===== src/rtl/sop_pipe.sv =====
// sop_pipe: two-stage registered two-level logic evaluator.
// Stage 1 holds the per-group first-level results and the item's own mode.
// Stage 2 holds the final reduction and is the output register.
// Valid/ready on both sides with full backpressure, plus a saturating
// counter of accepted outputs whose result was 1.
module sop_pipe #(
  parameter int GROUPS = 2,
  parameter int TERM_W = 2,
  parameter int CNT_W  = 8
) (
  input  logic                       clk,
  input  logic                       rst_n,
  input  logic [GROUPS*TERM_W-1:0]   in_data,
  input  logic [1:0]                 mode,
  input  logic                       in_valid,
  output logic                       in_ready,
  output logic                       out,
  output logic [GROUPS-1:0]          out_terms,
  output logic                       out_valid,
  input  logic                       out_ready,
  input  logic                       clr_count,
  output logic [CNT_W-1:0]           hit_count
);

  localparam logic [CNT_W-1:0] CNT_ONE = 1;
  localparam logic [CNT_W-1:0] CNT_MAX = '1;

  logic [GROUPS-1:0] term_next;
  logic [GROUPS-1:0] s1_terms_reg;
  logic [1:0]        s1_mode_reg;
  logic              s1_valid_reg;
  logic              out_next;
  logic              out_reg;
  logic [GROUPS-1:0] out_terms_reg;
  logic              out_valid_reg;
  logic [CNT_W-1:0]  hit_count_reg;

  logic s2_accept;
  logic in_fire;
  logic s1_advance;
  logic out_fire;

  // Handshake: stage 2 frees when empty or being drained; stage 1 frees
  // when empty or moving into stage 2 this cycle.
  assign s2_accept  = !out_valid_reg || out_ready;
  assign in_ready   = !s1_valid_reg || s2_accept;
  assign in_fire    = in_valid && in_ready;
  assign s1_advance = s1_valid_reg && s2_accept;
  assign out_fire   = out_valid_reg && out_ready;

  // First level: one reduction per group, chosen by the incoming mode.
  // AND is shared by modes 00 and 11.
  for (genvar gi = 0; gi < GROUPS; gi++) begin : g_term
    logic [TERM_W-1:0] grp_bits;
    assign grp_bits = in_data[gi*TERM_W +: TERM_W];
    assign term_next[gi] = (mode == 2'b01) ? (|grp_bits) :
                           (mode == 2'b10) ? (^grp_bits) :
                                             (&grp_bits);
  end

  // Second level across the stage-1 terms, using the mode stored with the item.
  always_comb begin
    out_next = 1'b0;
    case (s1_mode_reg)
      2'b00:   out_next = |s1_terms_reg;
      2'b01:   out_next = &s1_terms_reg;
      2'b10:   out_next = ^s1_terms_reg;
      default: out_next = &s1_terms_reg;
    endcase
  end

  // Stage 1: load only on an input handshake so idle/X data never enters.
  always_ff @(posedge clk) begin
    if (!rst_n) begin
      s1_terms_reg <= '0;
      s1_mode_reg  <= 2'b00;
      s1_valid_reg <= 1'b0;
    end else begin
      if (in_fire) begin
        s1_terms_reg <= term_next;
        s1_mode_reg  <= mode;
        s1_valid_reg <= 1'b1;
      end else if (s1_advance) begin
        s1_valid_reg <= 1'b0;
      end
    end
  end

  // Stage 2 (output): capture when stage 1 is full and there is room,
  // otherwise hold while stalled or drop valid once drained.
  always_ff @(posedge clk) begin
    if (!rst_n) begin
      out_reg       <= 1'b0;
      out_terms_reg <= '0;
      out_valid_reg <= 1'b0;
    end else begin
      if (s1_advance) begin
        out_reg       <= out_next;
        out_terms_reg <= s1_terms_reg;
        out_valid_reg <= 1'b1;
      end else if (out_ready) begin
        out_valid_reg <= 1'b0;
      end
    end
  end

  // Hit counter: clear has priority, increments stop at all-ones.
  always_ff @(posedge clk) begin
    if (!rst_n) begin
      hit_count_reg <= '0;
    end else if (clr_count) begin
      hit_count_reg <= '0;
    end else if (out_fire && out_reg && (hit_count_reg != CNT_MAX)) begin
      hit_count_reg <= hit_count_reg + CNT_ONE;
    end
  end

  assign out       = out_reg;
  assign out_terms = out_terms_reg;
  assign out_valid = out_valid_reg;
  assign hit_count = hit_count_reg;

endmodule


===== config.mk =====
export PLATFORM = sky130hd
export DESIGN_NAME = sop_pipe
export DESIGN_NICKNAME = d
export VERILOG_FILES = /design/src/rtl/sop_pipe.sv
export SDC_FILE = /design/constraint.sdc
export NUM_CORES = 1
export LEC_CHECK = 0
export BUFFER_PORTS_ARGS = -buffer_cell sky130_fd_sc_hd__buf_2
export CORE_ASPECT_RATIO = 1.2
export CORE_UTILIZATION = 40
export CTS_CLUSTER_SIZE = 24
export DETAILED_ROUTE_END_ITERATION = 8
export GPL_TIMING_DRIVEN = 0
export PLACE_DENSITY_LB_ADDON = 0.12
export SYNTH_ARGS = -nofsm -noshare
export SYNTH_HDL_FRONTEND = slang
export SYNTH_SLANG_ARGS = --single-unit

===== constraint.sdc =====
create_clock -name clk -period 2.1 [get_ports clk]
set_input_delay 0 -clock clk [delete_from_list [all_inputs] [get_ports clk]]
set_output_delay 0 -clock clk [all_outputs]
set_load 0.02 [all_outputs]

* Word level (Yosys, flattened, before mapping)
Cells that the tools add are included.
** Storage, ports and cells
- Bits in registers :: 17
- Bits of input ports :: 11
** Cells by class
- Muxes and demuxes :: 9
- Add/subtract/negate cells :: 1
- Bitwise logic cells :: 1
- Equality and inequality tests :: 4
- Reduce and logical (&&, ||, !) cells :: 22
** Operators by type and width (number)
- 8-bit by 1-bit adder with 8-bit output, second input constant :: 1
- 1-bit two-way mux :: 8
- 8-bit != test, second input constant :: 1
- 2-bit OR reduction :: 4
- 2-bit AND reduction :: 3
- 2-bit parity :: 3
- 1-bit logical AND :: 5
- 2-bit equality test, second input constant :: 2
- 2-bit nonzero test :: 2
- 2-bit by 1-bit equality test with 1-bit output, second input constant :: 1
- 1-bit zero test :: 2
- 2-bit zero test :: 1
- 1-bit logical OR :: 2
- 1-bit one-hot mux with 2 select lines :: 1
- 1-bit NOT :: 1

* Longest topological paths before layout
Gate-level depths: netlist (run 1).
- Depth in word-level cells :: 5
- Depth in mapped cells :: 6
- Mapped depth without buffers :: 6

* Worst setup path before layout (run 1)
No wires, ideal clock.
- Path kind :: register -> register
- Start :: register out_valid_reg (netlist: out_valid)
- End :: register hit_count_reg[5] (netlist: hit_count[5])
- Arrival time :: 1.485 ns
- Cell stages (with the launch flop) :: 5
- Path buffers :: 0
- Path slack :: 0.545 ns
- Clock period less this slack :: 1.555 ns
- Cell sequence :: dfxtp_1 > and3_4 > nand4_4 > or4_1 > a21oi_1
** On the way
- Longest elaborated chain between the ends :: 3
** RTL lines
- start: declaration :: RTL line 35 : logic out_valid_reg;
- start signal: assignment :: RTL line 95 : out_valid_reg <= 1'b0;
- start signal: assignment :: RTL line 100 : out_valid_reg <= 1'b1;
- start signal: assignment :: RTL line 102 : out_valid_reg <= 1'b0;
- 1-bit logical AND :: RTL line 49 : assign out_fire = out_valid_reg && out_ready;
- 1-bit logical AND (2 in a row) :: RTL line 113 : end else if (out_fire && out_reg && (hit_count_reg != CNT_MAX)) begin
- end signal: assignment :: RTL line 114 : hit_count_reg <= hit_count_reg + CNT_ONE;
- end: declaration :: RTL line 36 : logic [CNT_W-1:0] hit_count_reg;
No other way between the ends.
A chain may end at the register's enable or synchronous reset.

* Worst setup path after layout (run 1)
- Start :: register hit_count_reg[0] (netlist: hit_count[0])
- End :: register hit_count_reg[1] (netlist: hit_count[1])
** On the way
- Longest elaborated chain between the ends :: 2
- Elaborated cells on any way between the ends :: 3
- Those cells by class :: 1 x add/sub; 1 x eq/ne; 1 x reduce/logical
** RTL lines
- branches (longest 2 deep; another with 8-bit by 1-bit adder with 8-bit output)
Parallel ways; which one is timed is not known.

==> results of run 1 <==
timing repair:
item / in CTS / in global routing
buffers inserted: 0 / 0
endpoints found under the setup margin: 0 / 0
hold buffers: 3 / 0
hold endpoints to repair: 3 / 0
logic make-up (layout without fill, tap and decap cells):
| kind of cell | count (synthesis) | count (layout) | synth area share |
|---|---|---|---|
| DFF | 17 | 17 | 0.3696 |
| adders and majority gates | 7 | 7 | 0.09510 |
| xor gates and xnor gates | 1 | 1 | 0.009513 |
| buffers and inverters | 10 | 39 | 0.04077 |
| muxes | 4 | 4 | 0.04348 |
| AOI/OAI and AO/OA | 22 | 22 | 0.1590 |
| and+or+nand+nor | 46 | 46 | 0.2826 |
Yosys cell counts, drive strengths merged:
master | number | area share
dfxtp | 17 | 0.37
o21a | 2 | 0.016
ha | 7 | 0.095
nor2 | 7 | 0.029
nand2b | 3 | 0.020
o31ai | 1 | 0.0082
inv | 8 | 0.033
a211oi | 2 | 0.016
o21ai | 3 | 0.016
nand3b | 1 | 0.0082
mux2i | 4 | 0.043
a21boi | 5 | 0.041
xor2 | 1 | 0.0095
a211o | 3 | 0.029
nor2b | 6 | 0.041
and3 | 2 | 0.019
nand4 | 3 | 0.037
clkbuf | 2 | 0.0082
or4 | 1 | 0.0082
and2b | 1 | 0.0095
nor3 | 6 | 0.033
or3 | 2 | 0.015
a21oi | 6 | 0.033
nand2 | 9 | 0.037
nand3 | 5 | 0.027
worst min-delay path by stage:
stage / start / endpoint / slack (ns) / cells after the start
2_1_floorplan: rst_n / out_valid / 0.12 / 1
3_3_place_gp: in_valid / s1_valid_reg / 0.28 / 3
3_5_place_dp: in_valid / s1_valid_reg / 0.28 / 3
4_1_cts: mode[1] / s1_mode_reg[1] / 0.09 / 3
5_1_grt: mode[1] / s1_mode_reg[1] / 0.13 / 3
6_report: mode[1] / s1_mode_reg[1] / 0.10 / 3
worst register-to-register path: cells and delay by family, from the launching register on:
| kind | cells | cell delay (ns) |
|---|---|---|
| flops | 1 | 0.44 |
| compound gates | 1 | 0.33 |
| fa+ha+maj | 1 | 0.25 |
| mux | 1 | 0.23 |
| simple gates | 2 | 0.17 |
stage by stage:
step / power, mW / util / instances / setup WS (ns) / hold WS [ns]
final: 0.5880 / 0.5319 / 166 / 0.5818 / 0.1048
after global routing: 0.6301 / 0.5319 / 166 / 0.4550 / 0.1283
after detailed placement: 0.4200 / 0.5047 / 159 / 0.5711 / 0.2827
after CTS: 0.6034 / 0.5319 / 166 / 0.5586 / 0.09202
after floorplan: 0.3927 / - / 107 / 0.5445 / 0.1175
after global placement: 0.4173 / 0.5047 / 159 / 0.5871 / 0.2777
area by class of cell:
class                      instances  area, sq um  area share
multi-input combinational         80        543.0      0.4822
clock buffer                       3        22.52     0.02000
tap                               30        37.54     0.03333
inverter                           8        30.03     0.02667
timing repair buffer              25        140.1      0.1244
sequential                        17        340.3      0.3022
buffer                             2        7.507    0.006667
clock inverter                     1        5.005    0.004444
metal layers:
metal | global-route usage | vias to the layer above | wire (um) | part of all wire
li1 | - | 434 | - | -
met1 | 0.1791 | 368 | 751 | 0.43
met2 | 0.3000 | 13 | 933 | 0.53
met3 | 0.02970 | 2 | 50 | 0.029
met4 | 0.08824 | 0 | 14 | 0.0080
met5 | 0 | - | 0 | 0
where the power goes:
| part | internal (mW) | switching, mW | total, mW |
|---|---|---|---|
| combinational | 0.0370 | 0.0380 | 0.0750 |
| sequential | 0.332 | 0.00833 | 0.340 |
| clock | 0.0708 | 0.102 | 0.173 |
==> summary.txt, run 1 <==
Synth
  • Post-Syn Area per Cell: 8.606 sq um
  • Synth cell types: 28
  • Post-synthesis sequential area ratio: 0.3696
  • Syn_nets: 125
  • Cells after Synth: 107
  • Mapped cell area: 920.9 sq um
  • Yosys reg bits: 17
  • Syn. warnings: 0

Power
  • P_leak: 0.5098 nW
  • P per Cell Area: 522.2 nW/um^2
  • Peak VDD IR: 0.3366 mV

Clocking
  • Clk_lat worst skew: 0.29 ns
  • Number of sinks driven by the clock tree: 17
  • Post_cts resized: 0
  • CTS tree: built
  • H-tree depth: 1
  • Num CTS Buffers: 3
  • Clk buf depth: 2
  • Clock Pin Slew Worst Setup and Hold Paths: 0.10 ns
  • Clock root buffer: clkbuf_4

Setup path
  • Number of cells on the critical path: 5
  • CP max stage delay: 0.44 ns
  • CP arrival: 1.69 ns
  • CP startpoint: hit_count[0]
  • R2r worst-path depth: 5
  • Delay-heaviest family, CP: flip-flops
  • Reg-to-Reg Start: hit_count[0]
  • Max Fanout on Critical Path: 4
  • Crit path buffers/inverters: 0
  • Data required, critical path: 2.27 ns
  • Critical Path End: hit_count[1]
  • R2R setup slack: 0.58 ns
  • CP startpoint kind: flop
  • Crit-path slowest cell: dfxtp_1
  • WS Path Type: reg2reg
  • Worst-path cell chain: ha_1, nand3_1, o21ai_0, mux2i_1, nor2_1
  • Crit path capture type: flop
  • Worst r2r dst: hit_count[1]

Cells and area
  • Share of layout cells above drive strength 1: 0.2206
  • Commonest non-fill, non-tap cells in the layout: buf_2 (22), dfxtp_1 (17), nand2_1 (9)
  • Nets: 155
  • # fillers: 236
  • Antenna cells: 0
  • Most common cell after layout, fill and taps aside: buf_2
  • Synthesis-to-finish area growth: 22.28%
  • Max reg flops: 8
  • Final instance area: 1126 sq um

Global route
  • Initial antenna violation count: 0
  • Number of global-route vias before repair: 748
  • Overall Global Routing Usage: 0.1653
  • First-pass GRT wire length: 2946 um
  • Grt total ovfl: 0
  • Largest net degree at the start of global routing: 11

Route
  • Via-to-Cell Ratio: 4.922
  • Number of vias in the routed layout: 817
  • Detailed Route Iter0 Violations: 11
  • Wire per inst: 10.54 um
  • DRT Pass-1 Iters: 4
  • DRC viols: 0
  • DRT antenna net count: 0
  • Final WL: 1750 um

STA
  • Min Tclk post-route: 1.518 ns
  • Unrepaired setup endpoints after global routing: false
  • Relative slew slack: 0.7592
  • Worst clock skew: 0.005028 ns
  • Slew Viols, Final: 0
  • Max Clk Rate: 658.7 MHz
  • Fin crit share: 0.7230
  • Setup violators final: 0
  • Setup tns final: 0 ns
  • Tightest Pin Transition: 0.3574 ns
  • Final hold vios: 0

Placement
  • Hpwl dp: 1366 um
  • Gpl congestion: 0.7967
  • Post-DP Area: 1069 sq um
  • Port bufs: 22

Min path
  • HP Class: in2reg

Die
  • Die Wd: 45.80 um
  • IO Count: 24
  • # rows: 18
  • Die ar.: 2499 sq um
  • Initial core utilization: 0.4350
  • CORE AREA: 2117 sq um
  • Die height: 54.56 um

Status
  • Outcome: complete, no violations

Flow run
  • Max_cap viols: 0
(Power assumes the default switching activity.)
==> inputs of run 2 (changes only) <==
clock period = 1.2 ns   (was 2.1 ns; I/O delays follow)
==> summary.txt, run 2 (synthesized netlist as in run 1, its figures left out) <==
Cells and area
  • Final cell count without fillers: 178 (+7.2%)
  • Most common cell after layout, fill and taps aside: buf_2
  • Synthesis-to-finish area growth: 43.48%
  • Share of layout cells above drive strength 1: 0.4459 (+0.2254)
  • Commonest non-fill, non-tap cells in the layout: buf_2 (22), buf_4 (10), nand2_1 (7), dfxtp_1 (7)
  • Nets: 167 (+7.7%)
  • Antenna cells: 0 (unchanged)
  • Final core occ: 0.6241 (+0.09220)
  • Max reg flops: 8 (unchanged)

STA
  • Relative slew slack: 0.7379 (-0.02134)
  • Final hold vios: 0 (unchanged)
  • PnR worst setup slack: -0.1553 ns (-0.7371 ns)
  • Hold WS: 0.08747 ns (-0.01730 ns)
  • Setup tns final: -0.4382 ns (-0.4382 ns)
  • Min Tclk post-route: 1.355 ns (-0.1629 ns)
  • Max Clk Rate: 737.9 MHz (+12%)
  • Slew Viols, Final: 0 (unchanged)
  • Unrepaired setup endpoints after global routing: true
  • Fin crit share: 1.129 (+0.4065)
  • Worst clock skew: 0.007450 ns (+0.002422 ns)
  • Setup violators final: 8 (+8)
  • Tightest Pin Transition: 0.3932 ns (+0.03579 ns)

Route
  • Final WL: 2148 um (+23%)
  • Wire per inst: 12.07 um (+14%)
  • DRC viols: 0 (unchanged)
  • DRT Pass-1 Iters: 4 (unchanged)
  • Number of vias in the routed layout: 908 (+11%)
  • Via-to-Cell Ratio: 5.101 (+3.6%)
  • Detailed Route Iter0 Violations: 3 (-8)
  • DRT antenna net count: 0 (unchanged)

Power
  • Total power: 1.087 mW (+85%)
  • Cell Int Power: 0.7903 mW (+80%)
  • Peak VDD IR: 0.7177 mV (+110%)
  • P per Cell Area: 822.8 nW/um^2 (+58%)
  • Sequential Power Share: 0.542 (-0.037)
  • Net Sw Power: 0.2969 mW (+100%)
  • Sw Share: 0.2731 (+0.02074)
  • Clock power frac: 0.297 (+0.003)
  • Comb power frac: 0.161 (+0.033)
  • P_leak: 0.5988 nW (+17%)

Placement
  • # placed instances: 159 (unchanged)
  • Port bufs: 22 (unchanged)
  • Hpwl dp: 1392 um (+1.9%)
  • Gpl congestion: 0.8074 (+1.3%)

Clocking
  • H-tree depth: 1 (unchanged)
  • Number of sinks driven by the clock tree: 17 (unchanged)
  • CTS tree: built
  • Clk buf depth: 2 (unchanged)
  • Num CTS Buffers: 3 (unchanged)
  • Clock Pin Slew Worst Setup and Hold Paths: 0.11 ns (about the same)
  • Clock root buffer: clkbuf_4
  • Clk_lat worst skew: 0.30 ns (about the same)

Setup path
  • Data required, critical path: 1.43 ns (-0.84 ns)
  • Max Fanout on Critical Path: 4 (unchanged)
  • Crit-path slowest cell: or4_1
  • CP arrival: 1.59 ns (-0.10 ns)
  • Worst-path cell chain: and3_4, nand4_4, or4_1, a21oi_1
  • Crit path capture type: flop
  • CP max stage delay: 0.47 ns (+0.03 ns)
  • WS Path Type: reg2reg
  • CP startpoint kind: flop

Global route
  • Number of global-route vias before repair: 907 (+21%)
  • Overall Global Routing Usage: 0.2072 (+0.04193)
  • Largest net degree at the start of global routing: 11 (unchanged)
  • Initial antenna violation count: 0 (unchanged)
  • Grt total ovfl: 0 (unchanged)
  • First-pass GRT wire length: 3581 um (+22%)

Min path
  • HP Class: in2reg

Die
  • CORE AREA: 2117 sq um (unchanged)
  • Initial core utilization: 0.4350 (unchanged)
  • IO Count: 24 (unchanged)
  • Die ar.: 2499 sq um (unchanged)
  • Die height: 54.56 um (unchanged)
  • # rows: 18 (unchanged)
  • Die Wd: 45.80 um (unchanged)

Status
  • Outcome: finished, violations left
  • Failing checks: negative setup slack

Flow run
  • Max_cap viols: 0 (unchanged)
-- run 2: cell count changes in the layout (fill, tap and decap cells not counted), sizes merged --
cell and delta:
buf +12
-- run 2: power by group through the flow --
stage               Sequential (mW)  Clock, mW  Combinational (mW)
floorplan                     0.609          0              0.0770
detailed placement            0.605          0               0.130
global route                  0.590      0.359               0.198
finish                        0.589      0.323               0.175
CTS                           0.588      0.331               0.171
global placement              0.604          0               0.125
-- run 2: worst max-delay path, delay by kind of cell (launching register included) --
| family | cells | cell delay (ns) |
|---|---|---|
| and+or+nand+nor | 3 | 0.81 |
| AOI/OAI and AO/OA | 1 | 0.12 |
| DFF | 1 | 0.36 |
-- run 2: final cells by class --
class	count	area (sq um)
Multi-Input combinational cell	80	618.1
Sequential cell	17	362.8
Fill cell	206	795.8
Inverter	8	30.03
Tap cell	30	37.54
Timing Repair Buffer	37	237.7
Clock inverter	1	5.005
Clock buffer	3	22.52
Buffer	2	7.507
-- run 2: repair_timing --
| item | 4_1_cts | 5_1_grt |
|---|---|---|
| hold buffers | 3 | 0 |
| pin swaps | 6 | 7 |
| resized for setup | 8 | 16 |
| setup buffers | 11 | 1 |
| setup endpoints to repair | 8 | 15 |
| endpoints found under the hold margin | 3 | 0 |
-- run 2: worst paths after layout --
path / startpoint / endpoint / slack, ns / cells past startpoint
max reg2reg: out / hit_count[5] / -0.16 / 4
max: out / hit_count[5] / -0.16 / 4
min reg2reg: s1_mode_reg[1] / s1_mode_reg[1] / 0.50 / 2
min: mode[1] / s1_mode_reg[1] / 0.09 / 3
-- run 2: routing by layer --
layer / wire length (um) / track usage / vias to the layer above
li1: - / - / 458
met1: 830 / 0.2040 / 426
met2: 1186 / 0.3857 / 18
met3: 64 / 0.03960 / 6
met4: 65 / 0.1373 / 0
met5: 0 / 0 / -
-- run 2: per-stage QoR --
step,cell area (sq um),worst slack [ns]
3_3_place_gp,1104,-0.1597
2_1_floorplan,955.9,-0.1679
6_report,1321,-0.1553
3_5_place_dp,1104,-0.1714
5_1_grt,1321,-0.2109
4_1_cts,1271,-0.1619
==> inputs of run 3 (changes only) <==
CORE_UTILIZATION = 39   (was 40)
==> summary.txt, run 3 (synthesized netlist as in run 1, its figures left out) <==
Status
  • Outcome: finished, violations left
  • Failing checks: negative setup slack

Cells and area
  • Share of layout cells above drive strength 1: 0.4218 (-0.02418)
  • Nets: 166 (-0.60%)
  • Commonest non-fill, non-tap cells in the layout: buf_2 (21), buf_4 (11), inv_1 (8), nand2_1 (8)
  • Final cell count without fillers: 177 (-0.56%)
  • Antenna cells: 0 (unchanged)
  • Max reg flops: 8 (unchanged)
  • Synthesis-to-finish area growth: 40.22%
  • Most common cell after layout, fill and taps aside: buf_2

Setup path
  • Crit path buffers/inverters: 0 (unchanged)
  • CP max stage delay: 0.49 ns (+0.02 ns)
  • Crit path capture type: flop
  • Max Fanout on Critical Path: 3 (-1)
  • Reg-to-Reg Start: out
  • CP arrival: 1.56 ns (-0.03 ns)
  • CP startpoint: out
  • CP startpoint kind: flop
  • Worst-path cell chain: and3_4, nand4_4, or4_4, a21oi_2
  • Delay-heaviest family, CP: simple AND/OR/NAND/NOR gates
  • Data required, critical path: 1.43 ns (about the same)
  • WS Path Type: reg2reg
  • Crit-path slowest cell: or4_4

Die
  • Die height: 55.23 um (+1.2%)
  • IO Count: 24 (unchanged)
  • Die Wd: 46.36 um (+1.2%)
  • Die ar.: 2560 sq um (+2.5%)
  • CORE AREA: 2140 sq um (+1.1%)
  • # rows: 18 (unchanged)
  • Initial core utilization: 0.4304 (-0.004579)

STA
  • Unrepaired setup endpoints after global routing: true
  • Slew Viols, Final: 0 (unchanged)
  • Min Tclk post-route: 1.335 ns (-0.02005 ns)
  • Setup violators final: 9 (+1)
  • Final hold vios: 0 (unchanged)
  • PnR worst setup slack: -0.1352 ns (+0.02005 ns)
  • Fin crit share: 1.113 (-0.01671)
  • Relative slew slack: 0.7239 (-0.01403)
  • Max Clk Rate: 748.9 MHz (+1.5%)
  • Worst clock skew: 0.008130 ns (+0.0006797 ns)
  • Tightest Pin Transition: 0.4142 ns (+0.02104 ns)

Flow run
  • Max_cap viols: 0 (unchanged)

Placement
  • Hpwl dp: 1375 um (-1.2%)
  • Gpl congestion: 0.7820 (-3.1%)
  • # placed instances: 159 (unchanged)
  • Dpl ws: -0.1983 ns (-0.02689 ns)
  • Port bufs: 22 (unchanged)

Clocking
  • CTS tree: built
  • Num CTS Buffers: 3 (unchanged)
  • H-tree depth: 1 (unchanged)
  • Clk_lat worst skew: 0.29 ns (about the same)
  • Clock Pin Slew Worst Setup and Hold Paths: 0.10 ns (about the same)
  • Clock root buffer: clkbuf_4
  • Number of sinks driven by the clock tree: 17 (unchanged)
  • Clk buf depth: 2 (unchanged)

Global route
  • Number of global-route vias before repair: 822 (-9.4%)
  • Grt total ovfl: 0 (unchanged)
  • First-pass GRT wire length: 3174 um (-11%)
  • Overall Global Routing Usage: 0.1667 (-0.04056)
  • Largest net degree at the start of global routing: 11 (unchanged)
  • Initial antenna violation count: 0 (unchanged)

Route
  • Number of vias in the routed layout: 871 (-4.1%)
  • DRT antenna net count: 0 (unchanged)
  • Final WL: 1935 um (-9.9%)
  • DRT Pass-1 Iters: 3 (-1)
  • Wire per inst: 10.93 um (-9.4%)
  • DRC viols: 0 (unchanged)
  • Via-to-Cell Ratio: 4.921 (-3.5%)
  • Detailed Route Iter0 Violations: 3 (unchanged)

Power
  • P_leak: 0.5804 nW (-3.1%)
  • Peak VDD IR: 0.7510 mV (+4.6%)
  • P per Cell Area: 811.1 nW/um^2 (-1.4%)

Min path
  • Hold Path Origin: rst_n
  • HP Class: in2reg
[run 3: path summary, 6_finish.rpt]
check	to	slack, ns	cells after the start
worst max-delay path	hit_count[5]	-0.14	4
worst min-delay path	out_valid	0.01	2
worst max register to register	hit_count[5]	-0.14	4
worst min register to register	s1_mode_reg[1]	0.48	2
[run 3: repair_timing]
item	4_1_cts	5_1_grt
endpoints found under the setup margin	7	14
endpoints found under the hold margin	2	0
hold buffers	2	0
resized for setup	7	13
pin swaps	4	5
setup buffers	9	3
[run 3: metal layers]
metal  GRT usage  part of all wire  routed length (um)  vias to the layer above
li1            -                 -                   -                      458
met1      0.1714              0.41                 798                      393
met5           0                 0                   0                        -
met4     0.07563             0.016                  31                        0
met2      0.2956              0.54                1045                       16
met3     0.03922             0.031                  60                        4
[run 3: cell type report]
class	instances	area (sq um)
Sequential cell	17	369.1
Buffer	2	7.507
Clock inverter	1	5.005
Multi-Input combinational cell	80	589.3
Tap cell	30	37.54
Fill cell	211	848.3
Inverter	8	30.03
Timing Repair Buffer	36	230.2
Clock buffer	3	22.52
[run 3: stage by stage]
stage	TNS [ns]	total power [mW]	instance area [sq um]	util	hold slack, ns
2_1_floorplan	-0.5711	0.6865	955.9	-	0.1167
3_3_place_gp	-0.5785	0.7299	1104	0.5158	0.2873
3_5_place_dp	-0.7408	0.7334	1104	0.5158	0.2912
4_1_cts	-0.6302	1.073	1244	0.5813	0.006384
5_1_grt	-1.653	1.116	1291	0.6035	0.01279
6_report	-0.5348	1.047	1291	0.6035	0.01194
[run 3: power breakdown]
part,switching [mW],internal (mW)
registers,0.0117,0.571
logic,0.0754,0.0811
clock network,0.184,0.124
total,0.271,0.776
